`config.mk`:
```
export PLATFORM = sky130hd
export DESIGN_NAME = uart_rx
export DESIGN_NICKNAME = d
export VERILOG_FILES = /design/src/rtl/uart_rx.sv
export SDC_FILE = /design/constraint.sdc
export NUM_CORES = 1
export LEC_CHECK = 0
export CAP_MARGIN = 20
export CORE_ASPECT_RATIO = 1.25
export CORE_MARGIN = 4
export CORE_UTILIZATION = 25
export DETAILED_ROUTE_END_ITERATION = 10
export PLACE_DENSITY = 0.44
export REMOVE_ABC_BUFFERS = 1
export SYNTH_ARGS = -nofsm -noshare
export SYNTH_HDL_FRONTEND = slang
export SYNTH_SLANG_ARGS = --single-unit
```
`constraint.sdc`:
```
create_clock -name clk -period 2.1 [get_ports clk]
set_input_delay 0.21 -clock clk [delete_from_list [all_inputs] [get_ports clk]]
set_output_delay 0.21 -clock clk [all_outputs]
set_load 0.005 [all_outputs]
```
`src/rtl/uart_rx.sv`:
```
`timescale 1ns/1ps
`default_nettype none
// uart_rx: 8N1 serial receiver with a two-flop input synchronizer,
// valid/ready byte output, sticky overrun and one-cycle framing-error pulse.
module uart_rx #(
  parameter int CLKS_PER_BIT = 25
) (
  input  logic       clk,
  input  logic       rst,
  input  logic       in__rx,
  output logic [7:0] out__data,
  output logic       out__valid,
  input  logic       in__ready,
  output logic       out__overrun,
  output logic       out__frame_err
);

  localparam int            CW   = $clog2(CLKS_PER_BIT);
  localparam logic [CW-1:0] HALF = CW'((CLKS_PER_BIT - 1) / 2);
  localparam logic [CW-1:0] LAST = CW'(CLKS_PER_BIT - 1);

  typedef enum logic [2:0] {
    S_IDLE  = 3'd0,
    S_START = 3'd1,
    S_DATA  = 3'd2,
    S_STOP  = 3'd3,
    S_BREAK = 3'd4
  } state_t;

  state_t        state, state_nxt;
  logic [CW-1:0] ctr, ctr_nxt;
  logic [2:0]    bit_idx, bit_nxt;
  logic [7:0]    shift, shift_nxt;
  logic          sync1, rxs;
  logic          load, ferr;
  logic          accept;

  always_ff @(posedge clk or negedge rst) begin
    if (!rst) begin
      sync1 <= 1'b1;
      rxs   <= 1'b1;
    end else begin
      sync1 <= in__rx;
      rxs   <= sync1;
    end
  end

  always_ff @(posedge clk or negedge rst) begin
    if (!rst) begin
      state   <= S_IDLE;
      ctr     <= '0;
      bit_idx <= 3'd0;
      shift   <= 8'd0;
    end else begin
      state   <= state_nxt;
      ctr     <= ctr_nxt;
      bit_idx <= bit_nxt;
      shift   <= shift_nxt;
    end
  end

  always_comb begin
    state_nxt = state;
    ctr_nxt   = ctr;
    bit_nxt   = bit_idx;
    shift_nxt = shift;
    load      = 1'b0;
    ferr      = 1'b0;
    case (state)
      S_IDLE: begin
        if (!rxs) begin
          state_nxt = S_START;
          ctr_nxt   = '0;
        end
      end
      S_START: begin
        // Mid-start-bit check rejects short glitches on the line.
        if (ctr == HALF) begin
          ctr_nxt = '0;
          if (rxs) begin
            state_nxt = S_IDLE;
          end else begin
            state_nxt = S_DATA;
            bit_nxt   = 3'd0;
          end
        end else begin
          ctr_nxt = ctr + CW'(1);
        end
      end
      S_DATA: begin
        if (ctr == LAST) begin
          ctr_nxt   = '0;
          shift_nxt = {rxs, shift[7:1]};
          if (bit_idx == 3'd7) begin
            state_nxt = S_STOP;
          end else begin
            bit_nxt = bit_idx + 3'd1;
          end
        end else begin
          ctr_nxt = ctr + CW'(1);
        end
      end
      S_STOP: begin
        if (ctr == LAST) begin
          ctr_nxt = '0;
          if (rxs) begin
            load      = 1'b1;
            state_nxt = S_IDLE;
          end else begin
            ferr      = 1'b1;
            state_nxt = S_BREAK;
          end
        end else begin
          ctr_nxt = ctr + CW'(1);
        end
      end
      S_BREAK: begin
        if (rxs) state_nxt = S_IDLE;
      end
      default: begin
        state_nxt = S_IDLE;
        ctr_nxt   = '0;
      end
    endcase
  end

  assign accept = out__valid & in__ready;

  always_ff @(posedge clk or negedge rst) begin
    if (!rst) begin
      out__data      <= 8'd0;
      out__valid     <= 1'b0;
      out__overrun   <= 1'b0;
      out__frame_err <= 1'b0;
    end else begin
      out__frame_err <= ferr;
      if (load) out__data <= shift;
      out__valid <= load | (out__valid & ~in__ready);
      // A load onto an unaccepted byte sets overrun; this takes priority over clearing.
      if (load && out__valid && !in__ready) begin
        out__overrun <= 1'b1;
      end else if (accept) begin
        out__overrun <= 1'b0;
      end
    end
  end

endmodule
`default_nettype wire
```
==> key figures, run 1 <==
Pwr
  – Gate power share: a little under 20%
  – Worst vdd ir: around 0.38 mV
  – Clock power share: a little under a third
  – Sw Ratio: roughly 31%
  – Leak: between 0.0007 and 0.0008 uW
  – Relative contribution of sequential cells to total power: 48.9%
  – Pwr/cell area: ~970 nW/um2
  – Internal cell power: 1160 uW
  – Psw: 527 uW

Yosys
  – Synthesized area: 1410 um2
  – Sequential area share after synthesis: between 50% and 60%
  – Area share of the largest cell type after synthesis: about 53%
  – Synth async-reset ratio: 100%
  – FF+latch count, synth: 32
  – Most numerous cell in the Yosys netlist: dfrtp_1
  – YS warnings: 0
  – Main synth FF type: dfrtp_1
  – Synth cell types: 31
  – Synth area leader: dfrtp_1
  – Number of enable flip-flop cells after synthesis: 0
  – Post-synthesis cell count: about 110
  – Top post-synthesis cells by area: dfrtp_1, mux2_2, dfstp_2
  – Synth cell count leaders: dfrtp_1, mux2_2, nor2_1, inv_1, a21oi_1
  – Synth Area per Inst: 12.7 um2

Clocking
  – Clock Latency Late Sink: ~0.28 ns
  – Hold Buf Count CTS: 0
  – Post-CTS setup buffers: 0
  – Clock root buffer: clkbuf_8
  – Post-cts resize count: 0
  – Clk slew on worst S/H paths: about 0.07 ns
  – Clock Sinks: 32
  – H-tree Lvls: 2
  – TritonCTS clock tree: built
  – CTS Buffer Depth: 2
  – CTS Buf Count: 5

Worst setup path
  – Startpoint types: flip-flop
  – CP cell instances: inv_1 > ha_1 > and4b_1 > a31oi_1 > a311o_1 > mux2_2
  – Setup crit end: bit_idx[0]
  – R2r endpoint: bit_idx[0]
  – Worst Path Class, Setup: reg -> reg
  – WP data arrival: between 2 and 2.5 ns
  – Crit-path max FO: 5
  – Critical Path RT: 2.27 ns
  – Critical path capture point type: flip-flop
  – CP peak stage delay: ~0.42 ns
  – Slowest-stage cell, CP: dfrtp_1
  – Reg2reg path depth: 6
  – Worst reg2reg path startpoint: ctr[0]
  – Critical Path Start: ctr[0]
  – R2R Setup Slk: about 0.24 ns

STA
  – Setup TNS: 0 ns
  – Worst rel slew slack: 72.9%
  – Fin crit period: between 1.5 and 2 ns
  – Setup ws final: ~0.24 ns
  – Final Cycle Share: slightly below 90%
  – Unrepaired setup endpoints after global routing: no
  – Final Hold Viols: 0
  – Finish-stage setup viols: 0
  – Fin Clk Skew: ~0.0083 ns
  – Achievable Freq: around 0.54 GHz
  – Slew Limit Fails: 0
  – Worst slew pin tran: between 0.4 and 0.5 ns

Cells and area
  – # nets final: approximately 140
  – Layout cells sized above 1: 25.0%
  – # diodes: 0
  – Non-filler cells, final: between 150 and 200
  – Final instance area: 1730 um2
  – Syn-to-layout area delta: 22.7%
  – Final core utilization: approximately a third

Detailed routing
  – Detailed-route DRC error count: 0
  – Drt total wl: about 2600 um
  – ANT nets after route: 0
  – TritonRoute pass-1 iters: 3
  – Via density: 4.78
  – Vias: around 940
  – Drt initial violations: 37
  – Routed length per instance: about 14 um

Worst hold path
  – Worst min path class: in -> async

Placed design
  – Pre-CTS WS: around 0.27 ns
  – Post-DP Area: roughly 1600 um2
  – Dpl cells: 188
  – RePlAce Congestion: about 0.73
  – PortBufs: 14
  – DP Wirelength: 1840 um

Floorplanning
  – DIE HEIGHT: ~92 um
  – Die Wd: about 75 um
  – I/O Pins: 15
  – Die ar.: 6920 um2
  – Core ar.: 5440 um2
  – # rows: 30
  – Starting density of the core: about a quarter

Status
  – Run status: finished clean

Global routing
  – GR Overflow Total: 0
  – First-pass GRT wire length: around 4600 um
  – Pin count of the biggest net entering global routing: 33
  – Initial antenna violation count: 0
  – Gr usage total: 8.78%
  – Vias in the first global route: around 980

Job
  – Max Cap Violations: 0
[layout by cell type (no fill, tap or decap), types with 4 or more instances in the layout]
master / Yosys / routed
clkbuf_8: 0 / 7
nor2_1: 8 / 8
dfrtp_1: 30 / 30
o21ai_0: 4 / 4
nand2_1: 4 / 4
a21oi_1: 5 / 5
inv_1: 6 / 6
ha_1: 4 / 4
mux2_2: 17 / 17
clkdlybuf4s50_1: 0 / 14
[flip-flops by register name, indices dropped and copies added, names as in the netlist]
signal          flops
out__frame_err      1
shift               8
rxs                 1
bit_idx             3
out__valid          1
out__data           8
out__overrun        1
ctr                 5
state               3
sync1               1
[logic make-up (layout without fill, tap and decap cells)]
family | count (synthesis) | after routing | share of synthesized area [%]
compound gates | 21 | 21 | 10.2
xor+xnor | 2 | 2 | 1.24
buf+inv | 9 | 30 | 2.66
mux | 17 | 17 | 13.6
fa+ha+maj | 4 | 4 | 3.55
flops | 32 | 32 | 56.9
simple gates | 26 | 26 | 11.9
[critical path, delay by kind of cell (launching register included)]
family | cells | cell delay [ns]
AO/OA/AOI/OAI | 2 | 0.48
adder cells (fa/ha/maj) | 1 | 0.19
buffers and inverters | 1 | 0.08
flip-flops | 1 | 0.42
multiplexers | 1 | 0.27
AND/OR/NAND/NOR | 1 | 0.31
[through the flow]
stage | hold slack, ns | total power [uW]
4_1_cts | 0.335 | 1710
3_3_place_gp | 0.348 | 1170
2_1_floorplan | -0.0856 | 1070
6_report | 0.323 | 1680
3_5_place_dp | 0.352 | 1180
5_1_grt | 0.323 | 1800
[how the worst min path moves through the flow]
stage,cells past startpoint,slack [ns],endpoint,startpoint
final,2,0.32,ctr[3],rst
after global routing,1,0.32,sync1,in__rx
after CTS,1,0.33,sync1,in__rx
after detailed placement,0,0.35,rxs,sync1
after global placement,0,0.35,rxs,sync1
after floorplan,0,-0.09,bit_idx[0],rst
[metal layers]
metal,global-route usage [%],vias to the layer above,part of all wire [%]
li1,-,443,-
met1,10.9,474,46
met2,13.4,14,48
met3,3.62,5,4.1
met4,3.50,0,1.9
met5,0,-,0
[area by class of cell]
type | instances | area [um2]
clock buffers | 8 | 100
fillers | 555 | 3710
inverters | 6 | 22.5
multi-input cells | 70 | 571
flip-flops and latches | 32 | 803
well taps | 64 | 80.1
repair buffers | 16 | 155
[power groups by stage]
stage | Combinational, uW | Sequential (uW) | Clock [uW]
after floorplan | 265 | 802 | 0
after global placement | 343 | 831 | 0
after detailed placement | 342 | 834 | 0
after CTS | 344 | 822 | 547
after global routing | 379 | 840 | 580
final | 335 | 823 | 525
Note: power is estimated with default switching activity, not from simulation.
==> inputs of run 2 (changes only) <==
--- a/config.mk
+++ b/config.mk
@@ -10,8 +10,10 @@
 export CORE_MARGIN = 4
 export CORE_UTILIZATION = 25
 export DETAILED_ROUTE_END_ITERATION = 10
+export GPL_TIMING_DRIVEN = 0
 export PLACE_DENSITY = 0.44
 export REMOVE_ABC_BUFFERS = 1
+export SLEW_MARGIN = 20
 export SYNTH_ARGS = -nofsm -noshare
 export SYNTH_HDL_FRONTEND = slang
 export SYNTH_SLANG_ARGS = --single-unit
==> key figures, run 2 (synthesis gave the netlist of run 1 again) <==
Status
  – Run status: finished clean

Global routing
  – Pin count of the biggest net entering global routing: 33 (unchanged)
  – First-pass GRT wire length: 4620 um (-0.43%)
  – Met3 Use GR: 2.41% (-1.2 points)
  – Initial antenna violation count: 0 (unchanged)
  – Top Usage Layer GRT: met2
  – Grt met1 use: 10.6% (-0.28 points)
  – Gr usage total: 8.84% (+0.064 points)
  – GR Overflow Total: 0 (unchanged)
  – Met2 Usage GRT: 13.6% (+0.22 points)
  – Vias in the first global route: 996 (+1.3%)

Cells and area
  – # diodes: 0 (unchanged)
  – Commonest non-fill, non-tap cell in the layout: dfrtp_1
  – Largest registers: out__data (8), shift (8), ctr (5)
  – Layout cells sized above 1: 26.9% (+1.9 points)
  – Syn-to-layout area delta: 26.3%
  – Area of the multi-input gates: 571 um2 (unchanged)
  – Most frequent cells in the layout: dfrtp_1, mux2_2, clkdlybuf4s50_1, nor2_1, clkbuf_8
  – # nets final: 141 (+1.4%)
  – Total area of sequential cells: 803 um2 (unchanged)
  – Final instance area: 1780 um2 (+3.0%)
  – Fillers: 543 (-2.2%)

STA
  – Setup ws final: 0.189 ns (-0.0483 ns)
  – Fin crit period: 1.91 ns (+0.0483 ns)
  – Setup TNS: 0 ns (unchanged)
  – Slew Limit Fails: 0 (unchanged)
  – Worst-case hold slack: 0.333 ns (+0.0100 ns)
  – Final Hold Viols: 0 (unchanged)
  – Achievable Freq: 0.523 GHz (-2.5%)
  – Fin Clk Skew: 0.0124 ns (+0.00404 ns)
  – Unrepaired setup endpoints after global routing: no
  – Finish-stage setup viols: 0 (unchanged)
  – Worst rel slew slack: 72.8% (about the same)
  – Worst slew pin tran: 0.404 ns (-0.00314 ns)
  – Final Cycle Share: 91.0% (+2.3 points)

Floorplanning
  – Die ar.: 6920 um2 (unchanged)
  – Starting density of the core: 25.9% (unchanged)
  – Die Wd: 75.2 um (unchanged)
  – DIE HEIGHT: 92.0 um (unchanged)
  – Core ar.: 5440 um2 (unchanged)
  – # rows: 30 (unchanged)
  – I/O Pins: 15 (unchanged)

Pwr
  – Worst vdd ir: 0.369 mV (-3.4%)
  – Leak: 0.000819 uW (+3.4%)
  – Pwr/cell area: 1010 nW/um2 (+4.3%)

Detailed routing
  – Drt total wl: 2620 um (-1.2%)
  – Routed length per instance: 13.2 um (-2.2%)
  – Via density: 4.76 (-0.38%)
  – Detailed-route DRC error count: 0 (unchanged)
  – ANT nets after route: 0 (unchanged)
  – Drt initial violations: 40 (+8.1%)
  – Vias: 942 (+0.64%)
  – TritonRoute pass-1 iters: 4 (+1)

Worst setup path
  – WP data arrival: 2.07 ns (+0.04 ns)
  – Crit-path max FO: 5 (unchanged)
  – Critical path capture point type: flip-flop
  – Worst reg2reg path startpoint: ctr[0]
  – Worst Path Class, Setup: reg -> reg
  – Critical Path RT: 2.26 ns (about the same)
  – Startpoint types: flip-flop
  – Critical Path Start: ctr[0]

Worst hold path
  – Worst min path class: in -> reg
  – Worst hold path startpoint: in__rx

Clocking
  – Clock Sinks: 32 (unchanged)
  – Clock root buffer: clkbuf_8
  – TritonCTS clock tree: built
  – CTS Buf Count: 5 (unchanged)
  – CTS Buffer Depth: 2 (unchanged)
  – Clk slew on worst S/H paths: 0.07 ns (about the same)
  – H-tree Lvls: 2 (unchanged)
  – Post-cts resize count: 0 (unchanged)
  – Clock Latency Late Sink: 0.29 ns (about the same)

Placed design
  – Post-DP Area: 1630 um2 (unchanged)
  – Pre-CTS WS: 0.0958 ns (-0.172 ns)
  – DP Wirelength: 1770 um (-3.9%)
  – PortBufs: 14 (unchanged)
  – RePlAce Congestion: 0.719 (-1.6%)

Job
  – Max Cap Violations: 0 (unchanged)
==> run 2: cell count changes in the layout (fill, tap and decap cells not counted), sizes merged <==
cell | previous run | this run
clkbuf | 8 | 7
buf | 2 | 4
bufinv | 0 | 1
dlygate4sd3 | 0 | 1
clkdlybuf4s50 | 14 | 13
==> run 2: worst paths after layout <==
path,to,slack [ns],cells past startpoint
hold reg to reg,rxs,0.36,0
max in group asynchronous,sync1,1.45,3
hold / removal,sync1,0.33,1
setup reg to reg,bit_idx[0],0.19,6
setup / recovery,bit_idx[0],0.19,6
min in group asynchronous,ctr[4],0.41,3
==> run 2: metrics by stage <==
stage	total power (uW)	std cells	util, %
after detailed placement	1170	187	30.0
after global placement	1160	186	29.7
after CTS	1830	196	32.5
final	1810	198	32.8
after floorplan	1070	108	-
after global routing	1940	198	32.8
==> run 2: power breakdown <==
part,internal (uW),switching (uW)
sequential,696,124
combinational,164,175
clock,419,230
total,1280,529
==> run 2: cell type report <==
type / count / share of cell area (%)
clock inverter: 1 / 1.68
sequential: 32 / 45.1
timing repair buffer: 18 / 10.1
multi-input combinational: 70 / 32.0
inverter: 6 / 1.26
tap: 64 / 4.49
clock buffer: 7 / 5.40
==> run 2: metal layers <==
metal | vias to the layer above | part of all wire [%] | routed length (um)
met4 | 0 | 2.2 | 57
met3 | 8 | 3.4 | 89
met1 | 468 | 44 | 1140
li1 | 452 | - | -
met5 | - | 0 | 0
met2 | 14 | 51 | 1330
==> run 2: worst max-delay path: stages (launching register included) <==
cell and delay [ns]:
dfrtp_1 0.43, inv_1 0.07, ha_1 0.20, and4b_1 0.32, a31oi_1 0.11, a311o_1 0.38
mux2_2 0.28
==> run 2: what timing repair did <==
item,CTS,global route
endpoints found under the setup margin,0,8
endpoints found under the hold margin,30,0
setup buffers,0,2
hold buffers,1,0
==> patch: new RTL, settings of run 1 <==
Set the parameter `CLKS_PER_BIT` to 50 (it was 25).
--- a/src/rtl/uart_rx.sv
+++ b/src/rtl/uart_rx.sv
@@ -5,3 +5,3 @@
 module uart_rx #(
-  parameter int CLKS_PER_BIT = 25
+  parameter int CLKS_PER_BIT = 50
 ) (
Function: same outputs for any inputs over 10 cycles, from zero or initial values and one cycle with rst low; that may be too few to reach the edited logic, so the function may still have changed.
==> patch against run 1 <==
First-iteration DRC count down 11%. Critical path depth down 1. Combinational power down 30%. Total power down 13%. Area after synthesis up 15%. Global-route usage down 0.58 points. Final area up 14%. Sequential cell count up 1. Hold slack better by 11 ps. Setup slack better by 57 ps. Sequential share of layout area down 4.2 points. Wire length up 8.7%. Count of clock-buffer cells in the layout unchanged. Highest routed layer unchanged.
==> patch: results (changes against run 1) <==
[synth]
synth_area_leaders=dfrtp_1 (48%), mux2_2 (9.0%), ha_1 (3.9%)  ; was dfrtp_1 (53%), mux2_2 (14%), dfstp_2 (3.7%)
synth_compound_area_share_pct=13.0  ; was 10.2%
synthAdderAreaFrac_pct=3.87  ; was 3.55%
synth_mux_area_share_pct=14.0  ; was 13.6%

[sta]
min_period_over_period_pct=86.0  ; was 88.7%
clock_skew_ps=7.74  ; was 8.31 ps
fin_hold_ws_ps=333  ; was 323 ps
worst_pin_slew_ps=656  ; was 407 ps

[global_route]
grt_pass1_wl_um=5050  ; was 4640 um
grt_use_met3_pct=2.58  ; was 3.62%
grt_max_degree=23  ; was 33

[layout]
nNetsFinal=153  ; was 139
buffer_area_share_pct=8.91  ; was 8.96%
reg_top3=out__data: 8 flops, shift: 8 flops, ctr: 6 flops  ; was out__data: 8 flops, shift: 8 flops, ctr: 5 flops
clk_share_pct=4.58  ; was 5.78%

[placed_design]
gp_congestion=0.815  ; was 0.730
placed_area_mm2=0.00188  ; was 0.00163 mm2

[route]
drt_iter0_markers=33  ; was 37
drt-total-wl_um=2880  ; was 2650 um
routedWlPerCell_um=12.5  ; was 13.5 um
via_per_inst=4.33  ; was 4.78
wl_met2_um=1400  ; was 1260 um

[power]
powerDensity_mw_per_mm2=747  ; was 972 mW/mm2

[outcome]
outcome=completed  ; unchanged

[clocking]
clock_sinks=33  ; was 32

[critical_path]
critPathArrivalTime_ps=1970  ; was 2030 ps

patch: cell types whose count changed after synthesis, sizes merged, moves of 2 or more:
cell | run 1 | this run
and2 | 0 | 2
a21oi | 5 | 3
nand3 | 1 | 3
a221o | 0 | 3
or2 | 2 | 0
nand2 | 4 | 6
a2111oi | 0 | 2
inv | 6 | 8
mux2i | 0 | 2
o211a | 0 | 2
nand2b | 0 | 3
xor2 | 2 | 0
nor3 | 2 | 4
o31ai | 2 | 0
patch: where the power goes:
group | internal, W | leakage (nW) | switching, W
Clock | 0.000267 | 0.0455 | 0.000225
Combinational | 0.000118 | 0.411 | 0.000115
Sequential | 0.000679 | 0.444 | 0.0000633
Total | 0.00106 | 0.900 | 0.000404
patch: critical path: stages, from the launching register on:
cell      delay (ps)
dfrtp_1          420
inv_1             90
ha_1             200
nand4b_4         180
nor3_4           420
mux2_2           380
